**src/rtl/divisor.sv**
```systemverilog
// rtl/divisor.sv - sequential restoring divider, one quotient bit per clock
// Control unit (unidade_controle) sequences a datapath (fluxo_dados) with an iteration counter (REGN).
module divisor #(
  parameter int n = 8
) (
  input  logic         clk,
  input  logic         reset,
  input  logic         init,
  input  logic [n-1:0] A,
  input  logic [n-1:0] B,
  output logic [n-1:0] Q,
  output logic [n-1:0] R,
  output logic         dz,
  output logic         finish
);

  logic ld_norm;
  logic ld_dz;
  logic step;
  logic b_zero;
  logic last_iter;

  divisor_ctrl unidade_controle (
    .clk         (clk),
    .reset       (reset),
    .init_i      (init),
    .b_zero_i    (b_zero),
    .last_iter_i (last_iter),
    .ld_norm_o   (ld_norm),
    .ld_dz_o     (ld_dz),
    .step_o      (step),
    .finish_o    (finish)
  );

  divisor_dp #(.n(n)) fluxo_dados (
    .clk         (clk),
    .reset       (reset),
    .a_i         (A),
    .b_i         (B),
    .ld_norm_i   (ld_norm),
    .ld_dz_i     (ld_dz),
    .step_i      (step),
    .b_zero_o    (b_zero),
    .last_iter_o (last_iter),
    .q_o         (Q),
    .r_o         (R),
    .dz_o        (dz)
  );

endmodule

module divisor_ctrl (
  input  logic clk,
  input  logic reset,
  input  logic init_i,
  input  logic b_zero_i,
  input  logic last_iter_i,
  output logic ld_norm_o,
  output logic ld_dz_o,
  output logic step_o,
  output logic finish_o
);

  typedef enum logic [1:0] {
    IDLE = 2'd0,
    ITER = 2'd1,
    DONE = 2'd2
  } state_t;

  state_t state;
  state_t state_d;

  always_ff @(posedge clk) begin
    if (reset) begin
      state <= IDLE;
    end else begin
      state <= state_d;
    end
  end

  always_comb begin
    state_d   = state;
    ld_norm_o = 1'b0;
    ld_dz_o   = 1'b0;
    step_o    = 1'b0;
    case (state)
      // DONE accepts a new start exactly like IDLE, so back-to-back operations need no idle cycle
      IDLE, DONE: begin
        if (init_i) begin
          if (b_zero_i) begin
            ld_dz_o = 1'b1;
            state_d = DONE;
          end else begin
            ld_norm_o = 1'b1;
            state_d   = ITER;
          end
        end
      end
      ITER: begin
        step_o = 1'b1;
        if (last_iter_i) begin
          state_d = DONE;
        end
      end
      default: state_d = IDLE;
    endcase
  end

  assign finish_o = (state == DONE);

endmodule

module divisor_dp #(
  parameter int n = 8
) (
  input  logic         clk,
  input  logic         reset,
  input  logic [n-1:0] a_i,
  input  logic [n-1:0] b_i,
  input  logic         ld_norm_i,
  input  logic         ld_dz_i,
  input  logic         step_i,
  output logic         b_zero_o,
  output logic         last_iter_o,
  output logic [n-1:0] q_o,
  output logic [n-1:0] r_o,
  output logic         dz_o
);

  localparam int CW = $clog2(n + 1);

  logic [n:0]   rr_q, rr_d;
  logic [n-1:0] rq_q, rq_d;
  logic [n-1:0] rb_q, rb_d;
  logic         dz_q, dz_d;
  logic [CW-1:0] regn_q;

  logic [2*n:0] s;
  logic [n:0]   s_hi;
  logic [n:0]   t;

  assign s    = {rr_q, rq_q} << 1;
  assign s_hi = s[2*n:n];
  assign t    = s_hi - {1'b0, rb_q};

  divisor_cnt #(.W(CW)) REGN (
    .clk        (clk),
    .reset      (reset),
    .load_i     (ld_norm_i),
    .load_val_i (CW'(n)),
    .dec_i      (step_i),
    .q          (regn_q)
  );

  always_comb begin
    rr_d = rr_q;
    rq_d = rq_q;
    rb_d = rb_q;
    dz_d = dz_q;
    if (ld_norm_i) begin
      rr_d = '0;
      rq_d = a_i;
      rb_d = b_i;
      dz_d = 1'b0;
    end else if (ld_dz_i) begin
      rr_d = {1'b0, a_i};
      rq_d = '1;
      dz_d = 1'b1;
    end else if (step_i) begin
      // Restore (keep the shifted value) whenever the trial subtraction went negative
      rr_d = t[n] ? s_hi : t;
      rq_d = s[n-1:0] | {{(n-1){1'b0}}, ~t[n]};
    end
  end

  always_ff @(posedge clk) begin
    if (reset) begin
      rr_q <= '0;
      rq_q <= '0;
      rb_q <= '0;
      dz_q <= 1'b0;
    end else begin
      rr_q <= rr_d;
      rq_q <= rq_d;
      rb_q <= rb_d;
      dz_q <= dz_d;
    end
  end

  assign b_zero_o    = (b_i == '0);
  assign last_iter_o = (regn_q == CW'(1));
  assign q_o         = rq_q;
  assign r_o         = rr_q[n-1:0];
  assign dz_o        = dz_q;

endmodule

module divisor_cnt #(
  parameter int W = 4
) (
  input  logic         clk,
  input  logic         reset,
  input  logic         load_i,
  input  logic [W-1:0] load_val_i,
  input  logic         dec_i,
  output logic [W-1:0] q
);

  always_ff @(posedge clk) begin
    if (reset) begin
      q <= '0;
    end else if (load_i) begin
      q <= load_val_i;
    end else if (dec_i) begin
      q <= q - W'(1);
    end
  end

endmodule

```
**config.mk**
```make
export PLATFORM = sky130hd
export DESIGN_NAME = divisor
export DESIGN_NICKNAME = d
export VERILOG_FILES = /design/src/rtl/divisor.sv
export SDC_FILE = /design/constraint.sdc
export NUM_CORES = 1
export LEC_CHECK = 0
export BUFFER_PORTS_ARGS = -buffer_cell sky130_fd_sc_hd__buf_2
export CAP_MARGIN = 10
export CORE_MARGIN = 5
export CORE_UTILIZATION = 30
export CTS_CLUSTER_DIAMETER = 120
export DETAILED_ROUTE_END_ITERATION = 10
export GPL_TIMING_DRIVEN = 0
export PLACE_DENSITY = 0.57
export SLEW_MARGIN = 20
export SYNTH_ARGS = -nofsm -noshare
export SYNTH_HDL_FRONTEND = slang
export SYNTH_SLANG_ARGS = --single-unit
export TNS_END_PERCENT = 30
```
**constraint.sdc**
```tcl
create_clock -name clk -period 3 [get_ports clk]
set_input_delay 0.15 -clock clk [delete_from_list [all_inputs] [get_ports clk]]
set_output_delay 0.15 -clock clk [all_outputs]
set_load 0.02 [all_outputs]
```
Word level (Yosys, flattened, before mapping)
Cells that the tools add are included.
{"block": "classes", "reduce_logical": 8, "bitwise_logic": 2, "addsub": 2, "n_eq_ne": 5, "mux": 19}
{"operator": "8-bit 2-to-1 mux", "count": 6}
{"operator": "9-bit by 8-bit subtractor with 9-bit output", "count": 1}
{"operator": "8-bit logical NOT", "count": 1}
{"operator": "4-bit 2-to-1 mux", "count": 2}
{"operator": "8-bit by 1-bit OR with 8-bit output", "count": 1}
{"operator": "1-bit 2-to-1 mux", "count": 7}
{"operator": "2-bit 2-to-1 mux", "count": 3}
{"operator": "4-bit by 1-bit equality test with 1-bit output (second input constant)", "count": 1}
{"operator": "2-bit one-hot mux with 2 select lines", "count": 1}
{"operator": "2-bit nonzero test", "count": 2}
{"operator": "2-bit OR reduction", "count": 2}
{"operator": "4-bit by 1-bit subtractor with 4-bit output (second input constant)", "count": 1}
{"operator": "3-bit nonzero test", "count": 1}
{"operator": "2-bit by 1-bit equality test with 1-bit output (second input constant)", "count": 1}
{"operator": "2-bit equality test (second input constant)", "count": 1}
{"operator": "2-bit logical NOT", "count": 1}
{"operator": "2-bit by 1-bit inequality test with 1-bit output (second input constant)", "count": 1}
{"operator": "2-bit inequality test (second input constant)", "count": 1}
{"operator": "2-bit AND reduction", "count": 1}
{"operator": "1-bit inverter", "count": 1}
{"block": "totals", "wordCells": 43, "inputBits": 19, "regBits": 31, "out_inout_bits": 18}

Longest topological paths before layout
{"block": "logic_depth", "depth_word": 6, "depth_mapped": 10, "mapped_depth_nobuf": 10}

Cells and area by module
From an unflattened synthesis, not the netlist that was laid out.
{"block": "unflattened", "hier_cells": 224, "area_unflattened_um2": 1966.9}
{"module": "divisor_dp", "cells_each": 187, "seq_area_each_um2": 500.5, "area_each_um2": 1617.8, "instances": 1}
{"module": "divisor_cnt", "cells_each": 25, "seq_area_each_um2": 80.1, "area_each_um2": 226.5, "instances": 1}
{"module": "divisor_ctrl", "cells_each": 12, "seq_area_each_um2": 40.0, "area_each_um2": 122.6, "instances": 1}

Worst setup path before layout
No wires, ideal clock.
{"block": "synth_path", "path_kind": "reg-to-reg", "startpoint": "register fluxo_dados.rq_q[7] (netlist: fluxo_dados.q_o[7])", "endpoint": "register fluxo_dados.rr_q[1]", "setup_time_ps": 129, "synth_period_minus_slack_ps": 2363, "t_arrival_ps": 2235, "t_required_ps": 2871, "n_path_buf": 0, "path_stages_with_launch": 11, "setup_slack_ps": 637, "cell_sequence": "dfxtp_1 > inv_1 > ha_1 > inv_1 > fa_1 > a21oi_1 > o22ai_2 > mux2i_1 > a221oi_4 > mux2i_1 > o22ai_1"}
{"block": "synth_between", "elab_chain_cells": 4}
{"item": "start: declaration", "line": "133", "rtl": "logic [n-1:0] rq_q, rq_d;"}
{"item": "start signal: assignment", "line": "184", "rtl": "rq_q <= rq_d;"}
{"item": "9-bit by 8-bit subtractor with 9-bit output", "line": "144", "rtl": "assign t = s_hi - {1'b0, rb_q};"}
{"item": "8-bit 2-to-1 mux", "line": "171", "rtl": "rr_d = t[n] ? s_hi : t;"}
{"item": "8-bit 2-to-1 mux", "line": "169", "rtl": "end else if (step_i) begin"}
{"item": "8-bit 2-to-1 mux", "line": "165", "rtl": "end else if (ld_dz_i) begin"}
{"item": "end signal: assignment", "line": "183", "rtl": "rr_q <= rr_d;"}
{"item": "end: declaration", "line": "132", "rtl": "logic [n:0] rr_q, rr_d;"}
Every way passes these cells. The select of a mux whose other input is x is not followed.
A chain may end at the register's enable or synchronous reset.

Final worst setup path
{"block": "layout_path", "startpoint": "register fluxo_dados.rq_q[7] (netlist: fluxo_dados.q_o[7])", "endpoint": "register fluxo_dados.rr_q[2]"}
Same word-level chain as after synthesis.

==> metrics <==
Tot GR Track Use 13.1%; Max Slew Vio Count 0; status finished clean; number of top-level pins 37; crit end category register; Die Area 0.00772 sq mm; vias in the first global route 1,574; Slew HR 51.8%; CP required 3.16 ns; startpoint types register; Least-Margin Pin Slew 0.717 ns; Netlist Area Pre-Place 0.00182 sq mm; Clock Sinks 31; Synth Warn # 0; drt initial violations 75; multi-input logic area 0.00110 sq mm; initial antenna violation count 0; Vias 1,704; Hold Path Class in -> reg; number of fill cells 641; Synth Register Bits 31; Max Root-Sink Buffers 2; first-pass GRT wire length 7.81 mm; max incr delay on CP 0.50 ns; chip width 87.9 microns; Setup-failing EPs final 0; syn_nets 260; DP Cell Count 340; diodes inserted 0; DR vias/cell 4.90; drt wl/cell 14.1 microns; CTS Hold Buffers Added 0; final hold vios 0; Leak 0.980 nW; port buffer count 35; Cell variety after synth 40; # resized after CTS 0; cts bufs inserted 5; RSZ-0062 raised after global routing false; M2 GR Usage 18.7%; TNS Setup 0 ns; max frequency 0.380 GHz; Tcrit/Tclk final 87.8%; gr ovfl total 0; DRT Pass-1 Iters 4; Post-synth EDFFs 0; core area 0.00592 sq mm; Worst Skew 0.00845 ns; Mean Syn Cell Area 7.91 sq um; post-route cell area 0.00221 sq mm; worst hold slack 0.117 ns; Seq/Total Area, Yosys 34.1%; Crit path arrival time 2.79 ns; PD cells 597 mW/mm^2; postcts setup bufs 0; CP max-delay cell a221oi_4; main flop type after synthesis dfxtp_1; min cycle time layout 2.63 ns; routability cong. 0.779; async set or reset register ratio after synthesis 0%; Max Fanout on Critical Path 10; Post-Route WL 4.91 mm; maxcap violations 0; largest net degree at the start of global routing 11; met3 usage in global routing 2.92%; critical path cell sequence inv_1 -> ha_1 -> inv_1 -> fa_1 -> a21oi_1 -> o22ai_2 -> mux2i_1 -> a221oi_4 -> mux2i_1 -> o22ai_1; kind of critical path reg -> reg; Area after DPL 0.00209 sq mm; Clk Latency, worst-skew pair 0.29 ns; clock root buffer clkbuf_8; Row Count 28; DRC 0; Post-Layout Cell Count 348; GR Util met1 18.7%; Synth Instances 230; clk slew on worst S/H paths 0.07 ns; H-tree depth 2; Syn-to-layout area delta 21.3%; fraction of layout cells with a size suffix above 1 17.2%; Initial Utilization 30.7%; DRT antenna net count 0; Pwr Total 1.32 mW; die height 87.9 microns; CTS tree yes; Final nets 302; peak supply drop 234 uV; Reg area 621 sq um; busiest grt layer met1; Final HPWL DP 3.71 mm
cells in the mapped netlist, types with 4 or more instances:
master / count / area share (%)
nand2_1: 34 / 7.0
dfxtp_1: 31 / 34
a21oi_1: 27 / 7.4
nor2_1: 17 / 3.5
inv_1: 14 / 2.9
clkbuf_1: 12 / 2.5
o21ai_0: 11 / 3.0
a21o_1: 10 / 4.1
ha_1: 10 / 6.9
mux2i_1: 6 / 3.3
xor2_1: 5 / 2.4
a22oi_1: 4 / 1.7
and3_1: 4 / 1.4
nand2b_1: 4 / 1.4
o22ai_1: 4 / 1.4
flip-flops by register name, summed over array words and instances (netlist names):
signal	cells
fluxo_dados.REGN.q	4
fluxo_dados.dz_o	1
fluxo_dados.q_o	8
fluxo_dados.rb_q	8
fluxo_dados.rr_q	8
unidade_controle.state	2
critical path, delay by kind of cell, from the launching register on:
kind            cells  cell delay [ns]
flops               1             0.33
buf+inv             2             0.16
fa+ha+maj           2             0.56
compound gates      4             1.01
mux                 2             0.45
final timing paths:
check,slack [ns],cells past startpoint,start,to
setup / recovery,0.37,10,fluxo_dados.q_o[7],fluxo_dados.rr_q[2]
hold / removal,0.12,3,B[4],fluxo_dados.rb_q[4]
setup reg to reg,0.37,10,fluxo_dados.q_o[7],fluxo_dados.rr_q[2]
hold reg to reg,0.46,2,fluxo_dados.rb_q[4],fluxo_dados.rb_q[4]
final cells by class:
class | instances | share of cell area (%)
multi-input cells | 173 | 49.9
flip-flops and latches | 31 | 28.1
repair buffers | 35 | 7.94
well taps | 75 | 4.25
clock buffers | 6 | 3.74
inverters | 14 | 2.38
plain buffers | 12 | 2.04
clock inverters | 2 | 1.59
layout by cell type (no fill, tap or decap), drive strengths merged, types with 3 or more instances in the layout:
cell,n
a21o,10
a21oi,28
a22oi,4
and3,4
buf,35
clkbuf,18
dfxtp,31
ha,10
inv,14
mux2i,6
nand2,34
nand2b,4
nand3,3
nor2,17
nor2b,3
nor4,3
o21ai,11
o22ai,5
xnor2,3
xor2,5
report_power, final:
part | internal, mW | switching (mW)
combinational | 0.167 | 0.240
clock | 0.269 | 0.167
sequential | 0.445 | 0.0280
total | 0.882 | 0.435
per-layer routing:
metal  vias up  wire, microns
li1        889              -
met3         8            369
met1       754           2400
met4         0            102
met5         -              0
met2        53           2030
metrics by stage:
stage	utilization, %	setup slack (ns)
5_1_grt	37.3	0.146
3_5_place_dp	35.3	0.374
3_3_place_gp	35.3	0.390
6_report	37.3	0.367
4_1_cts	37.3	0.355
2_1_floorplan	-	0.637
cells by family (layout without fill, tap and decap cells):
| family | Yosys count | after routing | share of synthesized area (%) |
|---|---|---|---|
| AOI/OAI and AO/OA | 75 | 75 | 27.4 |
| and+or+nand+nor | 73 | 73 | 18.0 |
| DFF | 31 | 31 | 34.1 |
| buffers and inverters | 26 | 69 | 5.36 |
| adders and majority gates | 11 | 11 | 7.98 |
| xor gates and xnor gates | 8 | 8 | 3.85 |
| muxes | 6 | 6 | 3.30 |
Note: power is estimated with default switching activity, not from simulation.
